File: src/rtl/fp_div_issue_buffer.sv
// fp_div_issue_buffer
// -------------------
// Sits in front of a fixed-latency, valid-only floating-point divider.
// Operand pairs are accepted on a ready/valid slave and forwarded to the
// divider in the same cycle. Each pair's tlast is remembered in a tag FIFO.
// When a quotient comes back, it is paired with the oldest tag and stored in
// a show-ahead result FIFO. That FIFO feeds a ready/valid master.
// A credit rule (in flight + buffered < DEPTH) means a result always has a
// free slot when it returns. A stalled downstream therefore never drops one.
//
// Handshake semantics: a transfer happens on a rising aclk edge where
// tvalid && tready are both high. Valid never depends on ready. The slave's
// s_tready comes only from registered state and does not depend on s_tvalid.
//
// Optional feature, macro FP_DIV_ZERO_FLAG_EN: each pair whose denominator
// is +/-0 gets a flag. The flag travels with the tag and appears on
// m_tuser_div0. Any such issue also sets the sticky err_div0.
//
// Ports:
//   aclk, aresetn          clock, asynchronous active-low reset
//   s_num_tdata/s_den_tdata/s_tlast/s_tvalid/s_tready   operand slave
//   div_a_*/div_b_*        operand outputs to the divider
//   div_result_tvalid/tdata  quotient from the divider
//   m_tdata/m_tlast/m_tvalid/m_tready   result master (show-ahead)
//   err_unexpected         sticky: divider result with nothing in flight
//   m_tuser_div0, err_div0 (FP_DIV_ZERO_FLAG_EN only)
module fp_div_issue_buffer #(
    parameter int DATA_W  = 32,
    parameter int LATENCY = 28,
    parameter int DEPTH   = 32
) (
    input  logic              aclk,
    input  logic              aresetn,
    input  logic [DATA_W-1:0] s_num_tdata,
    input  logic [DATA_W-1:0] s_den_tdata,
    input  logic              s_tlast,
    input  logic              s_tvalid,
    output logic              s_tready,
    output logic              div_a_tvalid,
    output logic [DATA_W-1:0] div_a_tdata,
    output logic              div_b_tvalid,
    output logic [DATA_W-1:0] div_b_tdata,
    input  logic              div_result_tvalid,
    input  logic [DATA_W-1:0] div_result_tdata,
    output logic [DATA_W-1:0] m_tdata,
    output logic              m_tlast,
    output logic              m_tvalid,
    input  logic              m_tready,
    output logic              err_unexpected
`ifdef FP_DIV_ZERO_FLAG_EN
    ,
    output logic              m_tuser_div0,
    output logic              err_div0
`endif
);

    localparam int CW = $clog2(DEPTH + 1);   // counters span 0..DEPTH
    localparam int PW = $clog2(DEPTH);       // FIFO index
`ifdef FP_DIV_ZERO_FLAG_EN
    localparam int TAG_W = 2;                // {div0, tlast}
`else
    localparam int TAG_W = 1;                // {tlast}
`endif

    // If the credit limit is smaller than the round trip, issue throttles
    // below one pair per cycle. Ordering and losslessness are unaffected.
    if (DEPTH < LATENCY + 1) begin : g_rate_limited
    end

    // Occupancy counters and FIFO pointers
    logic [CW-1:0] r_inflight;
    logic [CW-1:0] r_count;
    logic [PW-1:0] r_tag_wr;
    logic [PW-1:0] r_tag_rd;
    logic [PW-1:0] r_res_wr;
    logic [PW-1:0] r_res_rd;
    logic          r_err_unexpected;

    // Storage. No reset is needed: a slot is read only after it is written.
    logic [TAG_W-1:0]  r_tag_mem [DEPTH];
    logic [DATA_W-1:0] r_res_data[DEPTH];
    logic [TAG_W-1:0]  r_res_tag [DEPTH];

    logic             w_issue;
    logic             w_ret;
    logic             w_pop;
    logic             w_spurious;
    logic [TAG_W-1:0] w_tag_in;

    // DEPTH need not be a power of two, so the wrap compare is explicit.
    function automatic logic [PW-1:0] ptr_next(input logic [PW-1:0] p);
        return (p == PW'(DEPTH - 1)) ? '0 : p + PW'(1);
    endfunction

    assign s_tready   = ({1'b0, r_inflight} + {1'b0, r_count}) < (CW + 1)'(DEPTH);
    assign w_issue    = s_tvalid && s_tready;
    assign w_ret      = div_result_tvalid && (r_inflight != '0);
    assign w_spurious = div_result_tvalid && (r_inflight == '0);
    assign w_pop      = m_tvalid && m_tready;

    assign div_a_tvalid = w_issue;
    assign div_b_tvalid = w_issue;
    assign div_a_tdata  = s_num_tdata;
    assign div_b_tdata  = s_den_tdata;

`ifdef FP_DIV_ZERO_FLAG_EN
    logic w_div0;
    logic r_err_div0;
    // The sign bit is ignored so that both +0 and -0 count as zero.
    assign w_div0       = (s_den_tdata[30:0] == 31'd0);
    assign w_tag_in     = {w_div0, s_tlast};
    assign m_tuser_div0 = r_res_tag[r_res_rd][1];
    assign err_div0     = r_err_div0;
`else
    assign w_tag_in = s_tlast;
`endif

    assign m_tvalid       = (r_count != '0);
    assign m_tdata        = r_res_data[r_res_rd];
    assign m_tlast        = r_res_tag[r_res_rd][0];
    assign err_unexpected = r_err_unexpected;

    always_ff @(posedge aclk or negedge aresetn) begin
        if (!aresetn) begin
            r_inflight       <= '0;
            r_count          <= '0;
            r_tag_wr         <= '0;
            r_tag_rd         <= '0;
            r_res_wr         <= '0;
            r_res_rd         <= '0;
            r_err_unexpected <= 1'b0;
        end else begin
            if (w_issue) r_tag_wr <= ptr_next(r_tag_wr);
            if (w_ret) begin
                r_tag_rd <= ptr_next(r_tag_rd);
                r_res_wr <= ptr_next(r_res_wr);
            end
            if (w_pop) r_res_rd <= ptr_next(r_res_rd);

            // If issue and return happen together, the count stays the same.
            case ({w_issue, w_ret})
                2'b10:   r_inflight <= r_inflight + CW'(1);
                2'b01:   r_inflight <= r_inflight - CW'(1);
                default: r_inflight <= r_inflight;
            endcase

            case ({w_ret, w_pop})
                2'b10:   r_count <= r_count + CW'(1);
                2'b01:   r_count <= r_count - CW'(1);
                default: r_count <= r_count;
            endcase

            // A result that no issue accounts for is dropped and flagged.
            if (w_spurious) r_err_unexpected <= 1'b1;
        end
    end

`ifdef FP_DIV_ZERO_FLAG_EN
    always_ff @(posedge aclk or negedge aresetn) begin
        if (!aresetn) begin
            r_err_div0 <= 1'b0;
        end else if (w_issue && w_div0) begin
            r_err_div0 <= 1'b1;
        end
    end
`endif

    // When inflight is between 1 and DEPTH-1, the tag write slot and read
    // slot are different. An issue and a return in the same cycle therefore
    // never touch the same tag entry.
    always_ff @(posedge aclk) begin
        if (w_issue) r_tag_mem[r_tag_wr] <= w_tag_in;
        if (w_ret) begin
            r_res_data[r_res_wr] <= div_result_tdata;
            r_res_tag[r_res_wr]  <= r_tag_mem[r_tag_rd];
        end
    end

endmodule

File: config.mk
export PLATFORM = sky130hd
export DESIGN_NAME = fp_div_issue_buffer
export DESIGN_NICKNAME = d
export VERILOG_FILES = /design/src/rtl/fp_div_issue_buffer.sv
export SDC_FILE = /design/constraint.sdc
export NUM_CORES = 1
export LEC_CHECK = 0
export ABC_AREA = 1
export CAP_MARGIN = 20
export CORE_UTILIZATION = 50
export CTS_BUF_LIST = sky130_fd_sc_hd__clkbuf_4 sky130_fd_sc_hd__clkbuf_8
export CTS_CLUSTER_SIZE = 12
export DETAILED_ROUTE_END_ITERATION = 12
export PLACE_DENSITY = 0.68
export SLEW_MARGIN = 40
export SYNTH_ARGS = -nofsm -noshare
export SYNTH_HDL_FRONTEND = slang
export SYNTH_SLANG_ARGS = --single-unit
File: constraint.sdc
create_clock -name aclk -period 11 [get_ports aclk]
set_input_delay 3.3 -clock aclk [delete_from_list [all_inputs] [get_ports aclk]]
set_output_delay 3.3 -clock aclk [all_outputs]
set_load 0.05 [all_outputs]
==> results.md, run 1 <==
* Run status: finished clean
* Initial core utilization at 0.506
* Number of hold violations in the final report at 0
* Routability-driven placement congestion ratio at between 0.7 and 0.8
* Commonest cells in the netlist: 1088 x edfxtp_1, 803 x nand2_1, 665 x nor2_1
* Final worst clock skew at ~47 ps
* Proportion of synthesized flip-flops having asynchronous set or reset at 0.0294
* Critical path's top delay family: buffers and inverters
* Total wire length at ~120 mm
* Actual transition at the worst max-transition pin at between 900 and 1000 ps
* Synth warn at 0
* Post-route clock period utilization at 0.798
* Post-route design area at slightly above 50000 um2
* Combinational family with the most area after synthesis: simple AND/OR/NAND/NOR gates
* Cell type with the largest total area after synthesis: edfxtp_1
* Post-DRT Antenna Nets at 0
* Pins Over Slew Limit at 0
* Count of final setup violators at 0
* Post-DR vias/cell at roughly 5.6
* DP Wirelength at approximately 57 mm
* Distinct cell type count of the synthesized netlist at 34
* Proportion of power drawn by the clock network at 0.252
* Clock buffer count from CTS at roughly 180
* Post-synthesis register bit count at 1121
* Place WS at around 2200 ps
* CTS Root Cell: clkbuf_8
* Fraction of power spent switching nets at 0.398
* Tightest hold margin at between 400 and 500 ps
* Worst IR drop on VDD at about 0.00036 V
* Number of placement rows at about 110
* Net Count, Synth at ~4100
* Seq/Total Area, Yosys at 0.720
* Synth Area in Simple Gates at 0.172
* Vias after detailed routing at a little over 30000
* Die outline height at ~310 um
* Number of buffers inserted by hold repair at cts at 0
* Largest net degree at the start of global routing at around 150
* Layout cells sized above 1 at 0.0991
* Peak per-stage delay on the critical path at ~870 ps
* Syn_area_per_cell at ~12 um2
* CTS H-Tree Depth at 4
* Worst min-delay path class: reg -> reg
* XOR/XNOR Fraction of Synth Area at 0.00169
* Final setup slack of the worst path at 2220 ps
* Die span in x at 307 um
* Relative contribution of combinational cells to total power at 0.365
* Arrival @ worst endpoint at about 5500 ps
* Design internal power at 8.16 mW
* Cell area after placement at around 48000 um2
* Number of buffer cells added on primary ports at 75
* Sequence of cells on the critical path: clkdlybuf4s50_1 > nand3_2 > inv_1 > clkdlybuf4s50_1
* Power per unit of standard cell area at around 260 nW/um2
* TritonCTS clock tree: built
* Global-route wire length before repair at ~180 mm
* Most common cell in the synthesized netlist: edfxtp_1
* Clock-pin transition on the worst setup and hold timing paths at 50 ps
* Number of global-route vias before repair at between 20000 and 30000
* Number of antenna violations at the first check in global routing at 8
* Share of power burned in registers at 0.383
* Endpoint required time on the critical path at around 7700 ps
* Max-Cap Viols at 0
* Detailed-routing iteration count for the pre-antenna-repair pass at 5
* Cell Area, Synth at around 47000 um2
* Later-pin clock latency in the skew report at roughly 890 ps
* Critical path fanouts, max at 29
* Classification of the worst setup path: in -> out
* Critical Path End Type: primary output
* Most common cell type on the critical path: clkdlybuf4s50_1
* Fraction of synthesized cell area taken by the top area cell type at 0.702
* Crit path time final at between 8000 and 9000 ps
* Synthesized-area fraction occupied by adder cells at 0.00769
* Cells resized by post-CTS repair at 0
* Portion of netlist area occupied by mux cells at 0
* Total buffers and inverters traversed by the critical path at 3
* Leakage at between 15 and 20 nW
* Critical Path Start Type: input pin
* Clock Path Buffers at 3
* Post-synthesis to final-layout area growth at 10.1%
* # clock sinks at about 1100
* Buffers inserted by post-CTS timing repair at 0
* Die area at approximately 94000 um2
* Final TNS setup at 0 ps
* Worst rel slew slack at 0.393
* Switching power at between 5 and 6 mW
* Cell types occupying the most area after synthesis: edfxtp_1 70%, nand2_1 6.5%, nor2_1 5.4%
* Upper clock frequency limit at between 100 and 150 MHz
* Post-DR wirelength/cell at between 20 and 25 um
* Final global-route overflow total at 0
* Post-route DRC at 0
* Core Footprint at 91900 um2
* Fraction of the mapped netlist area in compound gates at 0.0538
* Number of DRC markers in iteration 0 at 3815
* Total GRT Usage at 0.255
* Crit-path slowest cell: clkdlybuf4s50_1
* Net count, final at slightly above 4000
* Unrepaired setup endpoints after global routing: no
* Syn Inst Count at roughly 4000
* EDFF count, synth at around 1100
* Ports at a little over 200
* Most instantiated flip-flop cell in the synthesis netlist: edfxtp_1
[worst register-to-register path, stage by stage (launching register included)]
cell	delay, ps
dfrtp_1	430
inv_1	110
nand4_1	160
nand2_1	390
inv_1	700
nand2_1	680
nor2_4	890
buf_4	610
[registers in the layout, indices dropped and copies added, names as in the netlist]
signal	cells
err_unexpected	1
r_res_wr	5
r_tag_wr	5
r_res_data	1024
r_count	6
r_inflight	6
r_res_rd	5
r_res_tag	32
r_tag_mem	32
r_tag_rd	5
[power by group through the flow]
stage                     registers (mW)  logic, mW  clock network (mW)
after floorplan                     5.19       3.49                   0
after global placement              5.28       4.81                   0
after detailed placement            5.28       4.91                   0
after CTS                           5.20       4.93                3.46
after global routing                5.22       5.42                3.65
final                               5.20       4.94                3.42
[layout by cell type (no fill, tap or decap), types with 5 or more instances in the layout]
cell,n
edfxtp_1,1088
nand2_1,802
nor2_1,636
nand3_1,456
o21ai_0,321
clkbuf_8,178
o21ai_1,98
inv_1,78
a21oi_1,73
clkbuf_4,63
clkinv_1,55
buf_4,47
clkdlybuf4s50_1,41
buf_2,33
nor2_4,29
dfrtp_1,29
nor3_1,28
ha_1,27
clkinv_2,14
buf_6,6
xor2_1,5
[routing by layer]
metal / share of wire / wire length (um) / GRT usage / vias to the layer above
li1: - / - / - / 13967
met1: 0.41 / 48400 / 0.349 / 14701
met2: 0.47 / 56400 / 0.406 / 1456
met3: 0.098 / 11600 / 0.0539 / 224
met4: 0.024 / 2870 / 0.0863 / 6
met5: 0.00028 / 34 / 0 / -
[through the flow]
| stage | utilization | cells | power (mW) |
|---|---|---|---|
| finish | 0.557 | 5411 | 13.6 |
| global route | 0.557 | 5411 | 14.3 |
| CTS | 0.557 | 5408 | 13.6 |
| detailed placement | 0.520 | 5088 | 10.2 |
| global placement | 0.520 | 5082 | 10.1 |
| floorplan | - | 4004 | 8.68 |
[final timing paths]
path	cells past startpoint	slack (ps)	from	endpoint
worst min-delay path	1	480	err_unexpected	err_unexpected
worst max-delay path	4	2220	s_tvalid	div_b_tvalid
worst min register to register	1	480	err_unexpected	err_unexpected
max in group asynchronous	1	8200	aresetn	r_res_rd[0]
worst max register to register	7	6630	r_inflight[3]	r_res_data[6][12]
min in group asynchronous	1	2420	aresetn	r_res_rd[1]
[logic make-up after synthesis]
group	after synthesis
simple gates	1965
compound gates	498
flops	1121
fa+ha+maj	28
xor+xnor	9
buf+inv	383
[layout make-up]
class / count / area, um2
flip-flops and latches: 1121 / 33500
multi-input cells: 2500 / 11200
well taps: 1243 / 1560
fillers: 7583 / 40700
clock buffers: 241 / 2920
inverters: 90 / 370
clock inverters: 79 / 494
repair buffers: 135 / 1180
diodes: 2 / 5.00
(Power assumes the default switching activity.)
==> run 2: changes to the inputs <==
--- a/config.mk
+++ b/config.mk
@@ -11,7 +11,7 @@
 export CTS_BUF_LIST = sky130_fd_sc_hd__clkbuf_4 sky130_fd_sc_hd__clkbuf_8
 export CTS_CLUSTER_SIZE = 12
 export DETAILED_ROUTE_END_ITERATION = 12
-export PLACE_DENSITY = 0.68
+export PLACE_DENSITY = 0.7
 export SLEW_MARGIN = 40
 export SYNTH_ARGS = -nofsm -noshare
 export SYNTH_HDL_FRONTEND = slang
==> constraint.sdc (replaced) <==
create_clock -name aclk -period 7.8 [get_ports aclk]
set_input_delay 2.34 -clock aclk [delete_from_list [all_inputs] [get_ports aclk]]
set_output_delay 2.34 -clock aclk [all_outputs]
set_load 0.05 [all_outputs]
==> run 2 against run 1 <==
- die area is the same
- setup slack got worse by 1300 ps
- non-clock buffer count rose by 27
- core utilization is 0.44 points higher
- clock skew shrank 3.0 ps
- via count increased by 0.72%
- first-iteration DRC count decreased by 2.2%
- worst hold slack gained 20 ps
- highest routed layer is now met4
- register-to-register slack worse by 2500 ps
- clock power up 37%
- global-route usage is 0.42 points lower
==> results.md, run 2 (synthesis gave the netlist of run 1 again) <==
* Pins Over Slew Limit at 0
* Relative contribution of combinational cells to total power at 0.372
* Ports at 204
* Critical Path Start Type: register
* Upper clock frequency limit at around 150 MHz
* TritonCTS clock tree: built
* Post-route DRC at 0
* Final TNS setup at 0 ps
* Die area at approximately 94000 um2
* Leading cell type in the layout, fill and taps excluded: edfxtp_1
* # clock sinks at roughly 1100
* Commonest cells after routing, fill and taps aside: 1088 x edfxtp_1, 802 x nand2_1, 636 x nor2_1
* Cells resized by post-CTS repair at 0
* Total power after layout at 19.1 mW
* Worst min-delay path class: reg -> reg
* Tightest hold margin at slightly below 500 ps
* Power per unit of standard cell area at approximately 370 nW/um2
* Count of final setup violators at 0
* Post-route design area at just over 50000 um2
* Top register by number of flip-flops: r_res_data
* Sequence of cells on the critical path: clkinv_2 > nor2_4 > buf_4 > nand3_1 > nand2_1 > a21oi_1 > nand2_1 > nand2_1 > inv_1 > clkdlybuf4s50_1
* Global-route wire length before repair at around 180 mm
* Hold worst-path end: err_unexpected
* Net count, final at between 4000 and 5000
* Depth of the most critical reg-to-reg path at 8
* Total buffers and inverters traversed by the critical path at 4
* Die outline height at between 300 and 400 um
* Number of placement rows at approximately 110
* RR Startpoint: r_inflight[4]
* Fraction of power spent switching nets at 0.397
* Buffers inserted by post-CTS timing repair at 0
* Reg2reg end: r_res_data[14][16]
* Largest registers: r_res_data x1024, r_res_tag x32, r_tag_mem x32
* Vias after detailed routing at around 31000
* HP Start: err_unexpected
* Share of power burned in registers at 0.383
* Leakage at roughly 18 nW
* Critical Path End Type: primary output
* Number of buffers inserted by hold repair at cts at 0
* Post-synthesis to final-layout area growth at 11.0%
* Total GRT Usage at 0.251
* Run status: finished clean
* Critical path's top delay family: buffers and inverters
* Instance count along the most critical hold path at 1
* CTS H-Tree Depth at 4
* Initial core utilization at 0.506
* Final global-route overflow total at 0
* Post-DR vias/cell at around 5.6
* Layout cells sized above 1 at 0.105
* Post-route clock period utilization at 0.880
* Endpoint required time on the critical path at about 5500 ps
* Clock buffer count from CTS at around 180
* Later-pin clock latency in the skew report at 830 ps
* Number of flip-flops under the largest register name at about 1000
* Die span in x at a little over 300 um
* Worst setup slack for register-to-register paths at a little over 4000 ps
* Peak per-stage delay on the critical path at 840 ps
* Routability-driven placement congestion ratio at between 0.7 and 0.8
* DP Wirelength at 63.9 mm
* Number of DRC markers in iteration 0 at around 3700
* Worst IR drop on VDD at 0.000588 V
* Proportion of power drawn by the clock network at 0.245
* Number of antenna violations at the first check in global routing at 8
* Worst rel slew slack at 0.337
* Number of global-route vias before repair at roughly 29000
* Clock Path Buffers at 3
* Cell area after placement at approximately 48000 um2
* Number of hold violations in the final report at 0
* Post-DR wirelength/cell at ~22 um
* Post-DRT Antenna Nets at 0
* Total wire length at 119 mm
* Largest net degree at the start of global routing at 215
* Most common cell type on the critical path: nand2_1
* Detailed-routing iteration count for the pre-antenna-repair pass at 6
* Crit path time final at between 6000 and 7000 ps
* Core Footprint at approximately 92000 um2
* Design internal power at roughly 12 mW
* Number of buffer cells added on primary ports at 75
* CTS Root Cell: clkbuf_8
* Classification of the worst setup path: reg -> out
* Critical path fanouts, max at 30
* Crit-path slowest cell: clkdlybuf4s50_1
* Clock-pin transition on the worst setup and hold timing paths at about 60 ps
* Max-Cap Viols at 0
* Switching power at 7.59 mW
* Arrival @ worst endpoint at between 4000 and 5000 ps
* Unrepaired setup endpoints after global routing: no
* Actual transition at the worst max-transition pin at 994 ps
* Final worst clock skew at approximately 44 ps
-- run 2: layout make-up --
type,instances,area (um2)
diodes,3,7.51
clock buffers,248,2990
clock inverters,56,287
fillers,7409,40300
inverters,90,378
multi-input cells,2500,11200
flip-flops and latches,1121,33500
well taps,1243,1560
repair buffers,162,1720
-- run 2: worst max-delay path by stage --
stage | slack [ps] | cells after the start | from | end
floorplan | 2230 | 3 | s_tvalid | div_b_tvalid
global placement | 1250 | 5 | s_tvalid | div_a_tvalid
detailed placement | 1270 | 5 | s_tvalid | div_a_tvalid
CTS | 950 | 11 | r_res_rd[0] | m_tlast
global route | 810 | 11 | r_res_rd[0] | m_tlast
finish | 930 | 10 | r_res_rd[3] | m_tdata[23]
-- run 2: metal layers --
layer  GRT usage  vias to the layer above  part of all wire
li1            -                    14005                 -
met1       0.346                    14761              0.40
met2       0.398                     1531              0.48
met3      0.0433                      277             0.092
met4      0.0959                        0             0.031
met5           0                        -                 0
-- run 2: metrics by stage --
step                instances   util  setup WS [ps]
global placement         5093  0.522           1250
floorplan                4004      -           2230
global route             5422  0.562            808
finish                   5423  0.562            934
detailed placement       5114  0.526           1270
CTS                      5418  0.561            949
-- run 2: power groups by stage --
stage                     registers [mW]  clock network [mW]  logic, mW
after floorplan                     7.32                   0       4.93
after global placement              7.48                   0       6.81
after detailed placement            7.49                   0       6.98
after CTS                           7.36                4.75       7.02
after global routing                7.36                5.01       7.73
final                               7.33                4.69       7.11
